## src/rtl/keypad_bcd_if.sv

```systemverilog
// keypad_bcd_if: keypad scan strobe, row/column lines and encoded key/BCD outputs
interface keypad_bcd_if;
  logic       scan_tick;
  logic [3:0] col_n;
  logic [3:0] row_n;
  logic [3:0] key_code;
  logic       key_valid;
  logic       key_held;
  logic [3:0] bcd_u;
  logic [3:0] bcd_t;
  modport master(output scan_tick, col_n, input row_n, key_code, key_valid, key_held, bcd_u, bcd_t);
  modport slave(input scan_tick, col_n, output row_n, key_code, key_valid, key_held, bcd_u, bcd_t);
endinterface

```

## src/rtl/keypad_bcd_encoder.sv

```systemverilog
// keypad_bcd_encoder: 4x4 keypad scanner with debounce, key encoding and two-digit BCD entry register
// clk, rst    : system clock, synchronous active-high reset
// kp.slave    : scan_tick/col_n in; row_n, key_code, key_valid, key_held, bcd_u, bcd_t out
module keypad_bcd_encoder #(
  parameter int DEB_TICKS = 3
) (
  input  logic         clk,
  input  logic         rst,
  keypad_bcd_if.slave  kp
);
  localparam logic [1:0] SCAN     = 2'd0;
  localparam logic [1:0] DEBOUNCE = 2'd1;
  localparam logic [1:0] HELD     = 2'd2;
  localparam logic [3:0] KEY_MAP [16] = '{
    4'h1, 4'h2, 4'h3, 4'hA,
    4'h4, 4'h5, 4'h6, 4'hB,
    4'h7, 4'h8, 4'h9, 4'hC,
    4'h0, 4'hF, 4'hE, 4'hD
  };
  logic [1:0] r_state;
  logic [3:0] r_row;
  logic [3:0] r_deb;
  logic [3:0] r_cand;
  logic [3:0] r_code;
  logic       r_valid;
  logic [3:0] r_bcd_u;
  logic [3:0] r_bcd_t;
  logic [1:0] w_r;
  logic [1:0] w_c;
  logic [3:0] w_key;
  logic       w_press;
  logic       w_match;
  logic [4:0] w_deb_next;
  logic       w_deb_done;
  logic       w_accept;
  logic [3:0] w_acc_code;
  logic [3:0] w_row_rot;
  always_comb begin
    w_r        = !r_row[0] ? 2'd0 : !r_row[1] ? 2'd1 : !r_row[2] ? 2'd2 : 2'd3;
    // lowest low column wins when several keys in the driven row are down
    w_c        = !kp.col_n[0] ? 2'd0 : !kp.col_n[1] ? 2'd1 : !kp.col_n[2] ? 2'd2 : 2'd3;
    w_key      = KEY_MAP[{w_r, w_c}];
    w_press    = kp.col_n != 4'hF;
    w_match    = w_press && w_key == r_cand;
    w_deb_next = {1'b0, r_deb} + 5'd1;
    w_deb_done = w_deb_next == 5'(DEB_TICKS);
    w_accept   = kp.scan_tick && ((r_state == SCAN && w_press && DEB_TICKS == 1) ||
                                  (r_state == DEBOUNCE && w_match && w_deb_done));
    w_acc_code = r_state == SCAN ? w_key : r_cand;
    w_row_rot  = {r_row[2:0], r_row[3]};
  end
  always_ff @(posedge clk) begin
    if (rst) begin
      r_state <= SCAN;
      r_row   <= 4'b1110;
      r_deb   <= 4'd0;
      r_cand  <= 4'd0;
      r_code  <= 4'd0;
      r_valid <= 1'b0;
      r_bcd_u <= 4'd0;
      r_bcd_t <= 4'd0;
    end else begin
      r_valid <= w_accept;
      if (w_accept) begin
        r_code <= w_acc_code;
        if (w_acc_code <= 4'd9) begin
          r_bcd_t <= r_bcd_u;
          r_bcd_u <= w_acc_code;
        end else if (w_acc_code == 4'hF) begin
          r_bcd_t <= 4'd0;
          r_bcd_u <= 4'd0;
        end
      end
      if (kp.scan_tick) begin
        case (r_state)
          SCAN: begin
            if (!w_press) r_row <= w_row_rot;
            else begin
              r_cand  <= w_key;
              r_deb   <= 4'd1;
              r_state <= DEB_TICKS == 1 ? HELD : DEBOUNCE;
            end
          end
          DEBOUNCE: begin
            // a lost or changed key re-samples the same row on the next tick
            if (!w_match) begin
              r_deb   <= 4'd0;
              r_state <= SCAN;
            end else begin
              r_deb   <= w_deb_next[3:0];
              r_state <= w_deb_done ? HELD : DEBOUNCE;
            end
          end
          HELD: begin
            if (!w_press) begin
              r_deb   <= 4'd0;
              r_row   <= w_row_rot;
              r_state <= SCAN;
            end
          end
          default: r_state <= SCAN;
        endcase
      end
    end
  end
  assign kp.row_n     = r_row;
  assign kp.key_code  = r_code;
  assign kp.key_valid = r_valid;
  assign kp.key_held  = r_state == HELD;
  assign kp.bcd_u     = r_bcd_u;
  assign kp.bcd_t     = r_bcd_t;
endmodule

```

## src/flat_wrapper.sv

```systemverilog
// flat-port wrapper written by rule: the top's interface ports become plain ports
module keypad_bcd_encoder_flat 
#(
  parameter int DEB_TICKS = 3
)
  (clk, rst, kp_scan_tick, kp_col_n, kp_row_n, kp_key_code, kp_key_valid, kp_key_held, kp_bcd_u, kp_bcd_t);
  keypad_bcd_if kp_i ();
  input  logic clk;
  input  logic rst;
  input wire logic [$bits(kp_i.scan_tick)-1:0] kp_scan_tick;
  input wire logic [$bits(kp_i.col_n)-1:0] kp_col_n;
  output wire logic [$bits(kp_i.row_n)-1:0] kp_row_n;
  output wire logic [$bits(kp_i.key_code)-1:0] kp_key_code;
  output wire logic [$bits(kp_i.key_valid)-1:0] kp_key_valid;
  output wire logic [$bits(kp_i.key_held)-1:0] kp_key_held;
  output wire logic [$bits(kp_i.bcd_u)-1:0] kp_bcd_u;
  output wire logic [$bits(kp_i.bcd_t)-1:0] kp_bcd_t;
  assign kp_i.scan_tick = kp_scan_tick;
  assign kp_i.col_n = kp_col_n;
  assign kp_row_n = kp_i.row_n;
  assign kp_key_code = kp_i.key_code;
  assign kp_key_valid = kp_i.key_valid;
  assign kp_key_held = kp_i.key_held;
  assign kp_bcd_u = kp_i.bcd_u;
  assign kp_bcd_t = kp_i.bcd_t;
  keypad_bcd_encoder #(.DEB_TICKS(DEB_TICKS)) u_core (.clk(clk), .rst(rst), .kp(kp_i));
endmodule
```

## config.mk

```make
export PLATFORM = sky130hd
export DESIGN_NAME = keypad_bcd_encoder_flat
export DESIGN_NICKNAME = d
export VERILOG_FILES = /design/src/rtl/keypad_bcd_if.sv /design/src/rtl/keypad_bcd_encoder.sv /design/src/flat_wrapper.sv
export SDC_FILE = /design/constraint.sdc
export NUM_CORES = 1
export LEC_CHECK = 0
export CORE_ASPECT_RATIO = 1.2
export CORE_MARGIN = 2
export CORE_UTILIZATION = 35
export CTS_CLUSTER_SIZE = 8
export DETAILED_ROUTE_END_ITERATION = 10
export HOLD_SLACK_MARGIN = 0.12
export PLACE_DENSITY = 0.62
export SLEW_MARGIN = 20
export SYNTH_ARGS = -nofsm -noshare
export SYNTH_HDL_FRONTEND = slang
export SYNTH_SLANG_ARGS = --single-unit
```

## constraint.sdc

```tcl
create_clock -name clk -period 2.5 [get_ports clk]
set_clock_uncertainty 0.2 [all_clocks]
set_input_delay 0.375 -clock clk [delete_from_list [all_inputs] [get_ports clk]]
set_output_delay 0.375 -clock clk [all_outputs]
set_load 0.1 [all_outputs]
```

* Word-level counts from Yosys, hierarchy flattened
Memory sizes are Yosys's and may differ from the RTL's.
Cells that the tools add are included.
Widths: inputs -> output; s select.
** Word-level totals
- Register bits after elaboration :: 27
- ROM bits :: 64
- Input port bits :: 7
- Output and inout port bits :: 18
- Word-level logic and storage cells :: 56
- Memories :: 1
** Memory list
- (no name shown) :: words 16, width 4, rd ports 1, clocked after Yosys merged registers in 0, write ports 0, line keypad_bcd_encoder.sv:42 : w_key = KEY_MAP[{w_r, w_c}];
** Cells by class
- Add/subtract/negate cells :: 1
- $lt $le $gt $ge :: 2
- Equal/unequal tests :: 8
- Multiplexer cells :: 21
- Bitwise gates (word level) :: 2
- Reductions and logical operators :: 13
** Operator list (count)
- $mux 4 :: 9
- $mux 2 :: 8
- $pmux 4 s3 :: 1
- $reduce_and 3->1 :: 3
- $pmux 2 s3 :: 1
- $add 4x1->5 const B :: 1
- $eq 5x2->1 const B :: 1
- $ge 5x5->1 const B :: 1
- $not 4->5 :: 1
- $eq 4x4->1 :: 1
- $eq 4x4->1 const B :: 1
- $le 4x4->1 const B :: 1
- $logic_and 1x1->1 :: 4
- $ne 4x4->1 const B :: 1
- $reduce_and 4->1 :: 1
- $reduce_bool 3->1 :: 1
- $eq 2x1->1 const B :: 1
- $eq 2x2->1 const B :: 1
- $logic_not 2->1 :: 1
- $mux 1 :: 2
- $ne 2x1->1 const B :: 1
- $ne 2x2->1 const B :: 1
- $reduce_and 2->1 :: 1
- $reduce_bool 2->1 :: 1
- 2 further kinds :: 2

* Logic depth before layout (Yosys ltp)
- Word-level depth :: 13
- Mapped depth :: 12
- Gate-level depth less buffers :: 10

* Worst setup path after synthesis
Ideal clock, no wire load.
- Path kind :: register to register
- Start :: register u_core.r_row[1], in the netlist u_core.kp.row_n[1]
- End :: register u_core.r_bcd_u[2], in the netlist u_core.kp.bcd_u[2]
- Library setup time :: 71 ps
- Data arrival time :: 2675 ps
- Required time :: 2229 ps
- Setup slack :: -446 ps
- Cell stages (with the launch flop) :: 8
- Path buffers :: 1
- Period minus slack after synthesis :: 2946 ps
- Path through :: dfxtp_1 -> buf_2 -> nand2_1 -> o221a_4 -> xnor2_4 -> nand4_4 -> or4_1 -> a21oi_1
** On the way
- Cells in the longest elaborated chain, start to end :: 12
- Elaborated cells between the ends (all ways) :: 17
- Those cells by class :: order compare: 1; eq/ne: 2; mux: 6; bitwise: 1; reduce/logical: 6; memory: 1
** Ends and longest elaborated chain
- start: declaration :: line keypad_bcd_encoder.sv:21 : logic [3:0] r_row;
- start signal: assignment :: line keypad_bcd_encoder.sv:77 : if (!w_press) r_row <= w_row_rot;
- start signal: assignment :: line keypad_bcd_encoder.sv:97 : r_row <= w_row_rot;
- $mux 2 (*) (2 in series) :: line keypad_bcd_encoder.sv:39 : w_r = !r_row[0] ? 2'd0 : !r_row[1] ? 2'd1 : !r_row[2] ? 2'd2 : 2'd3;
- $not 4->5 (implied by the code) (*) :: line keypad_bcd_encoder.sv:42
- $mem_v2 16x4 (*)
- $mux 4 (implied by the code) (*) (2 in series) :: line keypad_bcd_encoder.sv:42
- branches (longest 6 deep; another with $le 4x4->1)
- end signal: assignment :: line keypad_bcd_encoder.sv:68 : r_bcd_u <= w_acc_code;
- end: declaration :: line keypad_bcd_encoder.sv:26 : logic [3:0] r_bcd_u;
Mark *: on every way between the ends. The select of a mux whose other input is x is not followed.
A chain may end at the register's enable or synchronous reset.

* Final worst setup path
- Start :: input port kp_col_n[1]
- End :: register u_core.r_bcd_u[2], in the netlist u_core.kp.bcd_u[2]
** On the way
- Cells in the longest elaborated chain, start to end :: 12
- Elaborated cells between the ends (all ways) :: 18
- Those cells by class :: order compare: 1; eq/ne: 3; mux: 6; bitwise: 1; reduce/logical: 6; memory: 1
** Ends and longest elaborated chain
- start: declaration :: line flat_wrapper.sv:11 : input wire logic [$bits(kp_i.col_n)-1:0] kp_col_n;
- branches (longest 12 deep; another with $mem_v2 16x4)
Parallel ways; which one is timed is not known. The select of a mux whose other input is x is not followed.

==> impl_summary.txt <==
----------------------------------------------------
[Setup path]
  Highest cell delay on the worst timing path ... 0.47 ns
  Endpoint kind of the worst setup timing path ... register
  Critical path required time ... 2.51 ns
  Depth of the worst register-to-register path ... 9
  CP Max Fanout ... 4
  Crit Path Category ... primary input to register
  Crit-path cells ... buf_2 > nor2b_4 > nand2b_4 > ha_4 > mux2_4 > mux2i_2 > nor3_2 > nand4_4 > or4_1 > a21oi_1
  Crit path max-delay cell type ... sky130_fd_sc_hd__or4_1
  Category of the worst setup path launch point ... primary input
  Arrival time at the worst endpoint ... 2.44 ns

[Synth]
  Cell types with the largest area share after synthesis ... sky130_fd_sc_hd__dfxtp_1 32%, sky130_fd_sc_hd__ha_1 7.3%, sky130_fd_sc_hd__a21oi_1 5.6%, sky130_fd_sc_hd__nand4_1 4.4%, sky130_fd_sc_hd__o31ai_1 3.5%
  Main synth FF type ... sky130_fd_sc_hd__dfxtp_1
  Synthesis warning total ... 0
  Synth unique cells ... 48
  Cell area after technology mapping ... 1710 um2
  Top-count cell post-synth ... sky130_fd_sc_hd__dfxtp_1
  Top cell types by occurrence after synthesis ... 27 x sky130_fd_sc_hd__dfxtp_1, 19 x sky130_fd_sc_hd__a21oi_1, 14 x sky130_fd_sc_hd__nor2_1
  Sequential fraction of the synthesis area ... 31.6%
  Gate Count Post-Synth ... 198
  Post-synth EDFFs ... 0
  Yosys top cell area share ... 31.6%
  Synth Register Bits ... 27
  Total nets after synthesis ... 215
  Avg Synthesized Cell Area ... 8.65 um2
  Share of synthesized registers carrying an async set or reset ... 0%
  Library cell occupying the most area in the post-synthesis netlist ... sky130_fd_sc_hd__dfxtp_1

[Pwr]
  Total power divided by cell area ... 403 nW/um2
  Worst supply voltage drop on vdd ... 165 uV
  Leakage power figure ... 0.896 nW

[Floorplan]
  Top-level I/O count ... 25
  Chip height ... 80.6 um
  Starting density of the core ... 36.7%
  Floorplan die area ... 5470 um2
  FP Rows ... 27
  Die Wd ... 67.9 um
  Core area ... 4660 um2

[Clocking]
  Clk_lat worst skew ... 0.28 ns
  TritonCTS clock tree ... yes
  Clk Tree Root Cell ... sky130_fd_sc_hd__clkbuf_8
  Worst-path clk slew ... 0.09 ns
  Max clock buf depth ... 2
  Clock buffers created by TritonCTS ... 3
  H-tree levels ... 1
  # clock sinks ... 27

[STA]
  Setup violations, final ... 0
  Worst hold slack after final layout ... 0.275 ns
  Slew at the pin closest to its max-slew limit ... 0.426 ns
  Final worst-path cycle share ... 97.3%
  Slew Viols, Final ... 0
  Final Critical Period ... 2.43 ns
  Worst relative slew slack ... 71.6%
  Max Freq ... 411 MHz
  Unrepaired setup endpoints after global routing ... no
  Final hold vios ... 0

[Global routing]
  Number of antenna violations at the first check in global routing ... 0
  Largest net degree at the start of global routing ... 19
  Total gr overflow ... 0
  Vias in the first global route ... 1466
  First-pass GRT wire length ... 6620 um
  Overall fraction of global-route tracks in use ... 15.4%

[Route]
  DR iter-0 viols ... 139
  Count of vias placed by the detailed router ... 1605
  Via density ... 5.30
  Final routed wirelength across all metal layers ... 3870 um
  DRC errors left ... 0
  Average wire length per cell after detail routing ... 12.8 um
  Residual antenna-violating net count after detailed routing ... 0
  Number of detailed-route iterations in the first pass ... 4

[Finish]
  Total of fill cells in the finished design ... 473
  Layout overhead on the synthesized area ... 32.5%
  Final instance area ... 2270 um2
  Diode insertion count for antenna repair ... 0
  Layout net count ... 263
  Share of final-layout standard cells stronger than drive strength 1 ... 32.2%

[Outcome]
  Outcome ... finished, final reports clean

[Place]
  Detailed Place HPWL ... 2990 um
  Placement-stage cell area ... 2210 um2
  Routability-driven placement congestion ratio ... 0.772
  Count of input and output buffers ... 24

[Worst hold path]
  Number of cells traversed by the worst hold path ... 2
  Worst min path class ... register to register

[Job]
  Count of maximum capacitance violations ... 0

----------------------------------------------------
through the flow:
step | power (mW) | utilization (%) | worst slack (ns) | setup TNS, ns | instances
global placement | 0.671 | 47.4 | -0.619 | -10.61 | 297
finish | 0.916 | 48.7 | 0.0672 | 0 | 303
detailed placement | 0.672 | 47.4 | -0.646 | -11.21 | 297
global route | 0.963 | 48.7 | 0.00938 | 0 | 303
floorplan | 0.594 | - | -0.129 | -0.819 | 198
CTS | 0.927 | 48.6 | 0.0287 | 0 | 303
per-layer routing:
metal / up-vias / GRT usage [%] / part of all wire (%)
met2: 23 / 25.3 / 48
met3: 4 / 2.24 / 3.2
met1: 749 / 20.3 / 48
met4: 0 / 5.40 / 1.3
met5: - / 0 / 0
li1: 829 / - / -
worst max-delay path: cells and delay by family:
| family | cells | cell delay (ns) |
|---|---|---|
| mux | 2 | 0.44 |
| compound gates | 1 | 0.14 |
| simple gates | 5 | 1.14 |
| buf+inv | 1 | 0.11 |
| fa+ha+maj | 1 | 0.22 |
path summary, 6_finish.rpt:
path	from	endpoint	slack (ns)
hold reg to reg	u_core.kp.bcd_t[2]$_SDFFE_PP0P_	u_core.kp.bcd_t[2]$_SDFFE_PP0P_	0.27
setup / recovery	kp_col_n[1]	u_core.kp.bcd_u[2]$_SDFFE_PP0P_	0.07
hold / removal	u_core.kp.bcd_t[2]$_SDFFE_PP0P_	u_core.kp.bcd_t[2]$_SDFFE_PP0P_	0.27
setup reg to reg	u_core.r_state[0]$_SDFFE_PP0P_	u_core.kp.bcd_t[3]$_SDFFE_PP0P_	0.26
power breakdown:
part	total [mW]	internal, mW	switching [mW]
registers	0.449	0.438	0.0107
logic	0.215	0.105	0.110
clock network	0.252	0.114	0.138
layout make-up:
cell class / instances / area (um2) / area share [%]
well taps: 58 / 72.6 / 3.20
multi-input cells: 151 / 1150 / 50.6
clock buffers: 4 / 45.0 / 1.98
flip-flops and latches: 27 / 544 / 24.0
inverters: 8 / 30.0 / 1.32
repair buffers: 55 / 429 / 18.9
placed cells by master, fill, tap and decap left out, types with 2 or more instances in the layout:
cell,instances
sky130_fd_sc_hd__and3_1,2
sky130_fd_sc_hd__nand3b_1,4
sky130_fd_sc_hd__nor2_1,14
sky130_fd_sc_hd__nor3_1,3
sky130_fd_sc_hd__nand4_1,12
sky130_fd_sc_hd__nand3_2,3
sky130_fd_sc_hd__a31oi_1,2
sky130_fd_sc_hd__nand2_1,10
sky130_fd_sc_hd__ha_1,8
sky130_fd_sc_hd__a211o_1,4
sky130_fd_sc_hd__dfxtp_2,3
sky130_fd_sc_hd__mux2i_1,3
sky130_fd_sc_hd__buf_2,2
sky130_fd_sc_hd__mux2_4,2
sky130_fd_sc_hd__nor2b_1,5
sky130_fd_sc_hd__o31ai_1,8
sky130_fd_sc_hd__nand2b_1,5
sky130_fd_sc_hd__clkbuf_8,3
sky130_fd_sc_hd__inv_1,7
sky130_fd_sc_hd__a211oi_1,3
sky130_fd_sc_hd__clkdlybuf4s50_1,3
sky130_fd_sc_hd__a21oi_1,19
sky130_fd_sc_hd__and4_1,2
sky130_fd_sc_hd__o21ai_0,5
sky130_fd_sc_hd__nand3_1,4
sky130_fd_sc_hd__and2_1,2
sky130_fd_sc_hd__dfxtp_1,24
sky130_fd_sc_hd__buf_4,47
state kept, by name (all words and copies together) (netlist names):
register	count
u_core.r_cand	4
u_core.kp.bcd_t	4
u_core.kp.key_code	4
u_core.r_deb	4
u_core.kp.key_valid	1
u_core.kp.row_n	4
u_core.kp.bcd_u	4
u_core.r_state	2
logic make-up after synthesis:
logic type / count (synthesis) / synth area share, %
simple gates: 75 / 25.1
flops: 27 / 31.6
fa+ha+maj: 10 / 7.30
buf+inv: 20 / 4.89
xor+xnor: 3 / 3.43
mux: 7 / 4.75
compound gates: 56 / 22.9
what timing repair did:
item,in CTS,in global routing
hold buffers,0,0
gates resized for setup,13,4
pin swaps,8,6
endpoints found under the setup margin,19,2
buffers inserted,2,0
Note: power is estimated with default switching activity, not from simulation.
